===== src/rtl/cycle_monitor_if.sv =====
// rtl/cycle_monitor_if.sv - handshake/observation bundle between a cycle_monitor and its pipeline
interface cycle_monitor_if #(
    parameter int WIDTH = 16,
    parameter int NCH   = 1
);
    logic [NCH-1:0]   halt;
    logic             retire;
    logic             stall;
    logic [WIDTH-1:0] cycles;
    logic [WIDTH-1:0] retired;
    logic [WIDTH-1:0] stalls;
    logic [NCH-1:0]   halt_src;
    logic [1:0]       state;
    logic             done;
    logic             timeout;

    modport master (
        output halt, retire, stall,
        input  cycles, retired, stalls, halt_src, state, done, timeout
    );

    modport slave (
        input  halt, retire, stall,
        output cycles, retired, stalls, halt_src, state, done, timeout
    );
endinterface


===== src/rtl/cycle_monitor.sv =====
// rtl/cycle_monitor.sv - run/drain/done cycle, retire and stall counter with halt capture and timeout
module cycle_monitor #(
    parameter int WIDTH      = 16,
    parameter int MAX_CYCLES = 850,
    parameter int NCH        = 1,
    parameter int DRAIN      = 4
) (
    input logic            clk,
    input logic            reset,
    cycle_monitor_if.slave mon
);
    typedef enum logic [1:0] {
        ST_RUN   = 2'b00,
        ST_DRAIN = 2'b01,
        ST_DONE  = 2'b10
    } state_e;

    localparam logic [WIDTH-1:0] CNT_MAX    = '1;
    localparam logic [WIDTH-1:0] LIMIT      = WIDTH'(MAX_CYCLES);
    localparam logic [7:0]       DRAIN_LAST = 8'((DRAIN > 0) ? DRAIN - 1 : 0);

    state_e           state_q, state_d;
    logic [WIDTH-1:0] cycles_q, cycles_d;
    logic [WIDTH-1:0] retired_q, retired_d;
    logic [WIDTH-1:0] stalls_q, stalls_d;
    logic [NCH-1:0]   halt_src_q, halt_src_d;
    logic [7:0]       drain_cnt_q, drain_cnt_d;
    logic             done_q, done_d;
    logic             timeout_q, timeout_d;
    logic             count_en;

    function automatic logic [WIDTH-1:0] sat_inc(input logic [WIDTH-1:0] v, input logic en);
        return (en && (v != CNT_MAX)) ? v + WIDTH'(1) : v;
    endfunction

    always_comb begin
        state_d     = state_q;
        halt_src_d  = halt_src_q;
        drain_cnt_d = drain_cnt_q;
        done_d      = done_q;
        timeout_d   = timeout_q;
        count_en    = 1'b0;

        case (state_q)
            ST_RUN: begin
                // A halt on the limit cycle wins, and that edge still counts as a RUN edge.
                if (|mon.halt) begin
                    count_en    = 1'b1;
                    halt_src_d  = mon.halt;
                    drain_cnt_d = 8'd0;
                    if (DRAIN > 0) begin
                        state_d = ST_DRAIN;
                    end else begin
                        state_d = ST_DONE;
                        done_d  = 1'b1;
                    end
                end else if (cycles_q == LIMIT) begin
                    state_d   = ST_DONE;
                    done_d    = 1'b1;
                    timeout_d = 1'b1;
                end else begin
                    count_en = 1'b1;
                end
            end
            ST_DRAIN: begin
                count_en = 1'b1;
                if (drain_cnt_q == DRAIN_LAST) begin
                    state_d = ST_DONE;
                    done_d  = 1'b1;
                end else begin
                    drain_cnt_d = drain_cnt_q + 8'd1;
                end
            end
            ST_DONE: begin
                state_d = ST_DONE;
            end
            default: begin
                state_d = ST_RUN;
            end
        endcase

        cycles_d  = count_en ? sat_inc(cycles_q, 1'b1) : cycles_q;
        retired_d = count_en ? sat_inc(retired_q, mon.retire) : retired_q;
        stalls_d  = count_en ? sat_inc(stalls_q, mon.stall) : stalls_q;
    end

    always_ff @(posedge clk) begin
        if (reset) begin
            state_q     <= ST_RUN;
            cycles_q    <= '0;
            retired_q   <= '0;
            stalls_q    <= '0;
            halt_src_q  <= '0;
            drain_cnt_q <= 8'd0;
            done_q      <= 1'b0;
            timeout_q   <= 1'b0;
        end else begin
            state_q     <= state_d;
            cycles_q    <= cycles_d;
            retired_q   <= retired_d;
            stalls_q    <= stalls_d;
            halt_src_q  <= halt_src_d;
            drain_cnt_q <= drain_cnt_d;
            done_q      <= done_d;
            timeout_q   <= timeout_d;
        end
    end

    assign mon.cycles   = cycles_q;
    assign mon.retired  = retired_q;
    assign mon.stalls   = stalls_q;
    assign mon.halt_src = halt_src_q;
    assign mon.state    = state_q;
    assign mon.done     = done_q;
    assign mon.timeout  = timeout_q;
endmodule


===== src/flat_wrapper.sv =====
// flat-port wrapper written by rule: the top's interface ports become plain ports
module cycle_monitor_flat 
#(
    parameter int WIDTH      = 16,
    parameter int MAX_CYCLES = 850,
    parameter int NCH        = 1,
    parameter int DRAIN      = 4
)
  (clk, reset, mon_halt, mon_retire, mon_stall, mon_cycles, mon_retired, mon_stalls, mon_halt_src, mon_state, mon_done, mon_timeout);
  cycle_monitor_if #(.WIDTH(WIDTH), .NCH(NCH)) mon_i ();
  input logic clk;
  input logic reset;
  input wire logic [$bits(mon_i.halt)-1:0] mon_halt;
  input wire logic [$bits(mon_i.retire)-1:0] mon_retire;
  input wire logic [$bits(mon_i.stall)-1:0] mon_stall;
  output wire logic [$bits(mon_i.cycles)-1:0] mon_cycles;
  output wire logic [$bits(mon_i.retired)-1:0] mon_retired;
  output wire logic [$bits(mon_i.stalls)-1:0] mon_stalls;
  output wire logic [$bits(mon_i.halt_src)-1:0] mon_halt_src;
  output wire logic [$bits(mon_i.state)-1:0] mon_state;
  output wire logic [$bits(mon_i.done)-1:0] mon_done;
  output wire logic [$bits(mon_i.timeout)-1:0] mon_timeout;
  assign mon_i.halt = mon_halt;
  assign mon_i.retire = mon_retire;
  assign mon_i.stall = mon_stall;
  assign mon_cycles = mon_i.cycles;
  assign mon_retired = mon_i.retired;
  assign mon_stalls = mon_i.stalls;
  assign mon_halt_src = mon_i.halt_src;
  assign mon_state = mon_i.state;
  assign mon_done = mon_i.done;
  assign mon_timeout = mon_i.timeout;
  cycle_monitor #(.WIDTH(WIDTH), .MAX_CYCLES(MAX_CYCLES), .NCH(NCH), .DRAIN(DRAIN)) u_core (.clk(clk), .reset(reset), .mon(mon_i));
endmodule

===== config.mk =====
export PLATFORM = sky130hd
export DESIGN_NAME = cycle_monitor_flat
export DESIGN_NICKNAME = d
export VERILOG_FILES = /design/src/rtl/cycle_monitor_if.sv /design/src/rtl/cycle_monitor.sv /design/src/flat_wrapper.sv
export SDC_FILE = /design/constraint.sdc
export NUM_CORES = 1
export LEC_CHECK = 0
export CORE_ASPECT_RATIO = 0.7
export CORE_MARGIN = 2
export CORE_UTILIZATION = 45
export DETAILED_ROUTE_END_ITERATION = 10
export PLACE_DENSITY = 0.68
export SYNTH_ARGS = -nofsm -noshare
export SYNTH_HDL_FRONTEND = slang
export SYNTH_SLANG_ARGS = --single-unit
export TNS_END_PERCENT = 5

===== constraint.sdc =====
create_clock -name clk -period 5 [get_ports clk]
set_clock_uncertainty 0.05 [all_clocks]
set_input_delay 0.75 -clock clk [delete_from_list [all_inputs] [get_ports clk]]
set_output_delay 0.75 -clock clk [all_outputs]
set_load 0.02 [all_outputs]

==> impl_metrics.json <==
{
  "status": "finished clean",
  "tightest_slew_ps": 1060,
  "num_antenna_cells": 0,
  "grt_pass1_vias": 2870,
  "synth_flop_cell": "dfxtp_1",
  "route.vias.total": 3118,
  "crit_type": "primary input to flop",
  "syn_inst": 393,
  "clock_path_buffers": 2,
  "async_flop_share_pct": 0,
  "power.leakage_nw": 1.37,
  "crit_required_ps": 5180,
  "cts_tree": "built",
  "setup_violations": 0,
  "setup_ws_ps": 2120,
  "fin_area_mm2": 0.00415,
  "avgViaCountPerCell": 5.70,
  "hold_start": "u_core.mon.timeout",
  "num_rows": 26,
  "endpoint_kind": "flop",
  "chipWidth_um": 108,
  "grt_pass1_wl_mm": 13.7,
  "fin_cells": 547,
  "cp_max_fo": 31,
  "gp_congestion": 0.799,
  "start_util_pct": 46.4,
  "fillers": 687,
  "die_y_um": 76.5,
  "cts_buffers": 9,
  "htree_num_levels": 3,
  "die_area_mm2": 0.00823,
  "drive_above_1_share_pct": 10.0,
  "rsz0062_at_grt": "false",
  "min_path_type": "flop to flop",
  "root_buffer": "clkbuf_8",
  "power.total_mw": 1.19,
  "synth.distinct_cells": 58,
  "dp_slack_ps": 1810,
  "antenna_found_initial": 0,
  "start_kind": "primary input",
  "setup_tns_ps": 0,
  "yosysTopAreaCellShare_pct": 36.1,
  "crit_path_start": "mon_halt",
  "synth_area_mm2": 0.00338,
  "area_growth_pct": 22.7,
  "final_nets": 457,
  "cap_viol_max_count": 0,
  "post-route-period-util_pct": 57.6,
  "drt-pass1-iter-count": 4,
  "grt-ovfl-total": 0,
  "path_clk_slew_ps": 60,
  "placed_cells": 531,
  "yosys-top-cells-area": "dfxtp_1 (36%), a21oi_1 (6.4%), o31ai_1 (3.8%), or4_1 (3.8%), nand3_1 (3.7%)",
  "min_period_ps": 2880,
  "clk_latency_ps": 340,
  "final_common_cell": "dfxtp_1",
  "synth-seq-cells": 61,
  "maxSlewHeadroom_pct": 29.5,
  "cts_hold_buf": 0,
  "slew_viol_final": 0,
  "hold_viol_final": 0,
  "max_freq_ghz": 0.347,
  "post_cts_buffers": 0,
  "syn_avg_cell_area_um2": 8.60,
  "cts_sinks": 61,
  "powerDensity_mw_per_mm2": 288,
  "ant_nets": 0,
  "wl_per_cell_um": 14.7,
  "synth_top_area_cell": "dfxtp_1",
  "hpwl_mm": 5.58,
  "place_area_mm2": 0.00397,
  "drt_iter0_drc": 202,
  "yosys_warnings": 0,
  "io_buffers": 57,
  "synth-edff-count": 0,
  "ys_seq_area_share_pct": 36.1,
  "grt_max_degree": 60,
  "grt_usage_pct": 20.8,
  "finalWirelength_mm": 8.04,
  "reg2reg_from": "u_core.mon.cycles[0]",
  "drc": 0,
  "post_cts_resized": 0,
  "irDropWorstVdd_mv": 0.200,
  "cp.arrival_ps": 3060,
  "core_mm2": 0.00729,
  "syn_nets": 406,
  "final_cell_mix": "dfxtp_1 (61), clkdlybuf4s50_1 (56), a21oi_1 (43)",
  "ios": 58
}
==> per-stage QoR <==
step	hold slack (ps)	utilization, %
after global routing	462	56.9
final	419	56.9
after floorplan	425	-
after global placement	404	54.4
after CTS	427	56.9
after detailed placement	411	54.4
==> synthesized netlist by cell type (2+ instances only) <==
cell type / instances
dfxtp_1: 61
buf_6: 3
inv_1: 10
a21oi_1: 43
or4_1: 17
buf_2: 5
o211ai_2: 3
or3_1: 16
and3_1: 7
nand4_2: 4
o21ai_0: 10
nor4_1: 7
clkbuf_1: 7
o2111ai_1: 2
buf_4: 3
o21ai_2: 2
nand2_1: 20
nor2b_1: 5
nor2_1: 29
and4_1: 7
o31ai_1: 17
o21ba_1: 2
o31a_1: 2
or2_2: 4
o21ai_1: 14
nor4b_1: 2
nor4_2: 3
xnor2_1: 3
nand2b_1: 2
mux2_4: 2
and2_1: 4
nor3_1: 2
nor3b_1: 2
ha_1: 8
nand4_1: 9
nand3_1: 25
xor2_1: 10
==> where the power goes <==
part	switching [mW]	internal, mW
Sequential	0.0286	0.507
Clock	0.190	0.204
Combinational	0.164	0.0990
Total	0.383	0.810
==> per-layer routing <==
| layer | track usage (%) | wire (um) | part of all wire (%) | up-vias |
|---|---|---|---|---|
| met3 | 6.59 | 461 | 5.7 | 11 |
| met1 | 30.1 | 4210 | 52 | 1428 |
| met5 | 0 | 0 | 0 | - |
| met2 | 29.6 | 3280 | 41 | 92 |
| li1 | - | - | - | 1587 |
| met4 | 5.38 | 85 | 1.1 | 0 |
==> worst paths after layout <==
kind / endpoint / slack [ps] / cells after the start
worst min register to register: u_core.mon.timeout / 420 / 2
worst max-delay path: u_core.mon.stalls[11] / 2120 / 5
worst min-delay path: u_core.mon.timeout / 420 / 2
worst max register to register: u_core.mon.stalls[11] / 2180 / 7
==> area by class of cell <==
type                            instances  area, um2  share of cell area (%)
Clock buffer                           12        155                    3.74
Tap cell                               98        123                    2.96
Inverter                               10       37.5                   0.906
Multi-Input combinational cell        304       2010                    48.6
Timing Repair Buffer                   58        573                    13.8
Clock inverter                          4       22.5                   0.543
Sequential cell                        61       1220                    29.5
==> worst max-delay path, stage by stage <==
cell	delay (ps)
clkdlybuf4s50_1	500
or2_2	430
o21ai_2	860
nor4_1	170
mux2_4	340
==> cells by family after synthesis <==
family,after synthesis,synth area share [%]
and+or+nand+nor,176,32.4
buffers and inverters,28,4.29
AOI/OAI and AO/OA,103,19.3
muxes,4,1.52
adders and majority gates,8,2.96
xor gates and xnor gates,13,3.37
DFF,61,36.1
==> flip-flops by register name, summed over array words and instances, names as in the netlist <==
signal               count
u_core.mon.retired      16
u_core.drain_cnt_q       8
u_core.mon.cycles       16
u_core.mon.stalls       16
u_core.mon.timeout       1
u_core.mon.state         2
u_core.mon.halt_src      1
u_core.mon.done          1
Power figures use the tool's default switching activity.
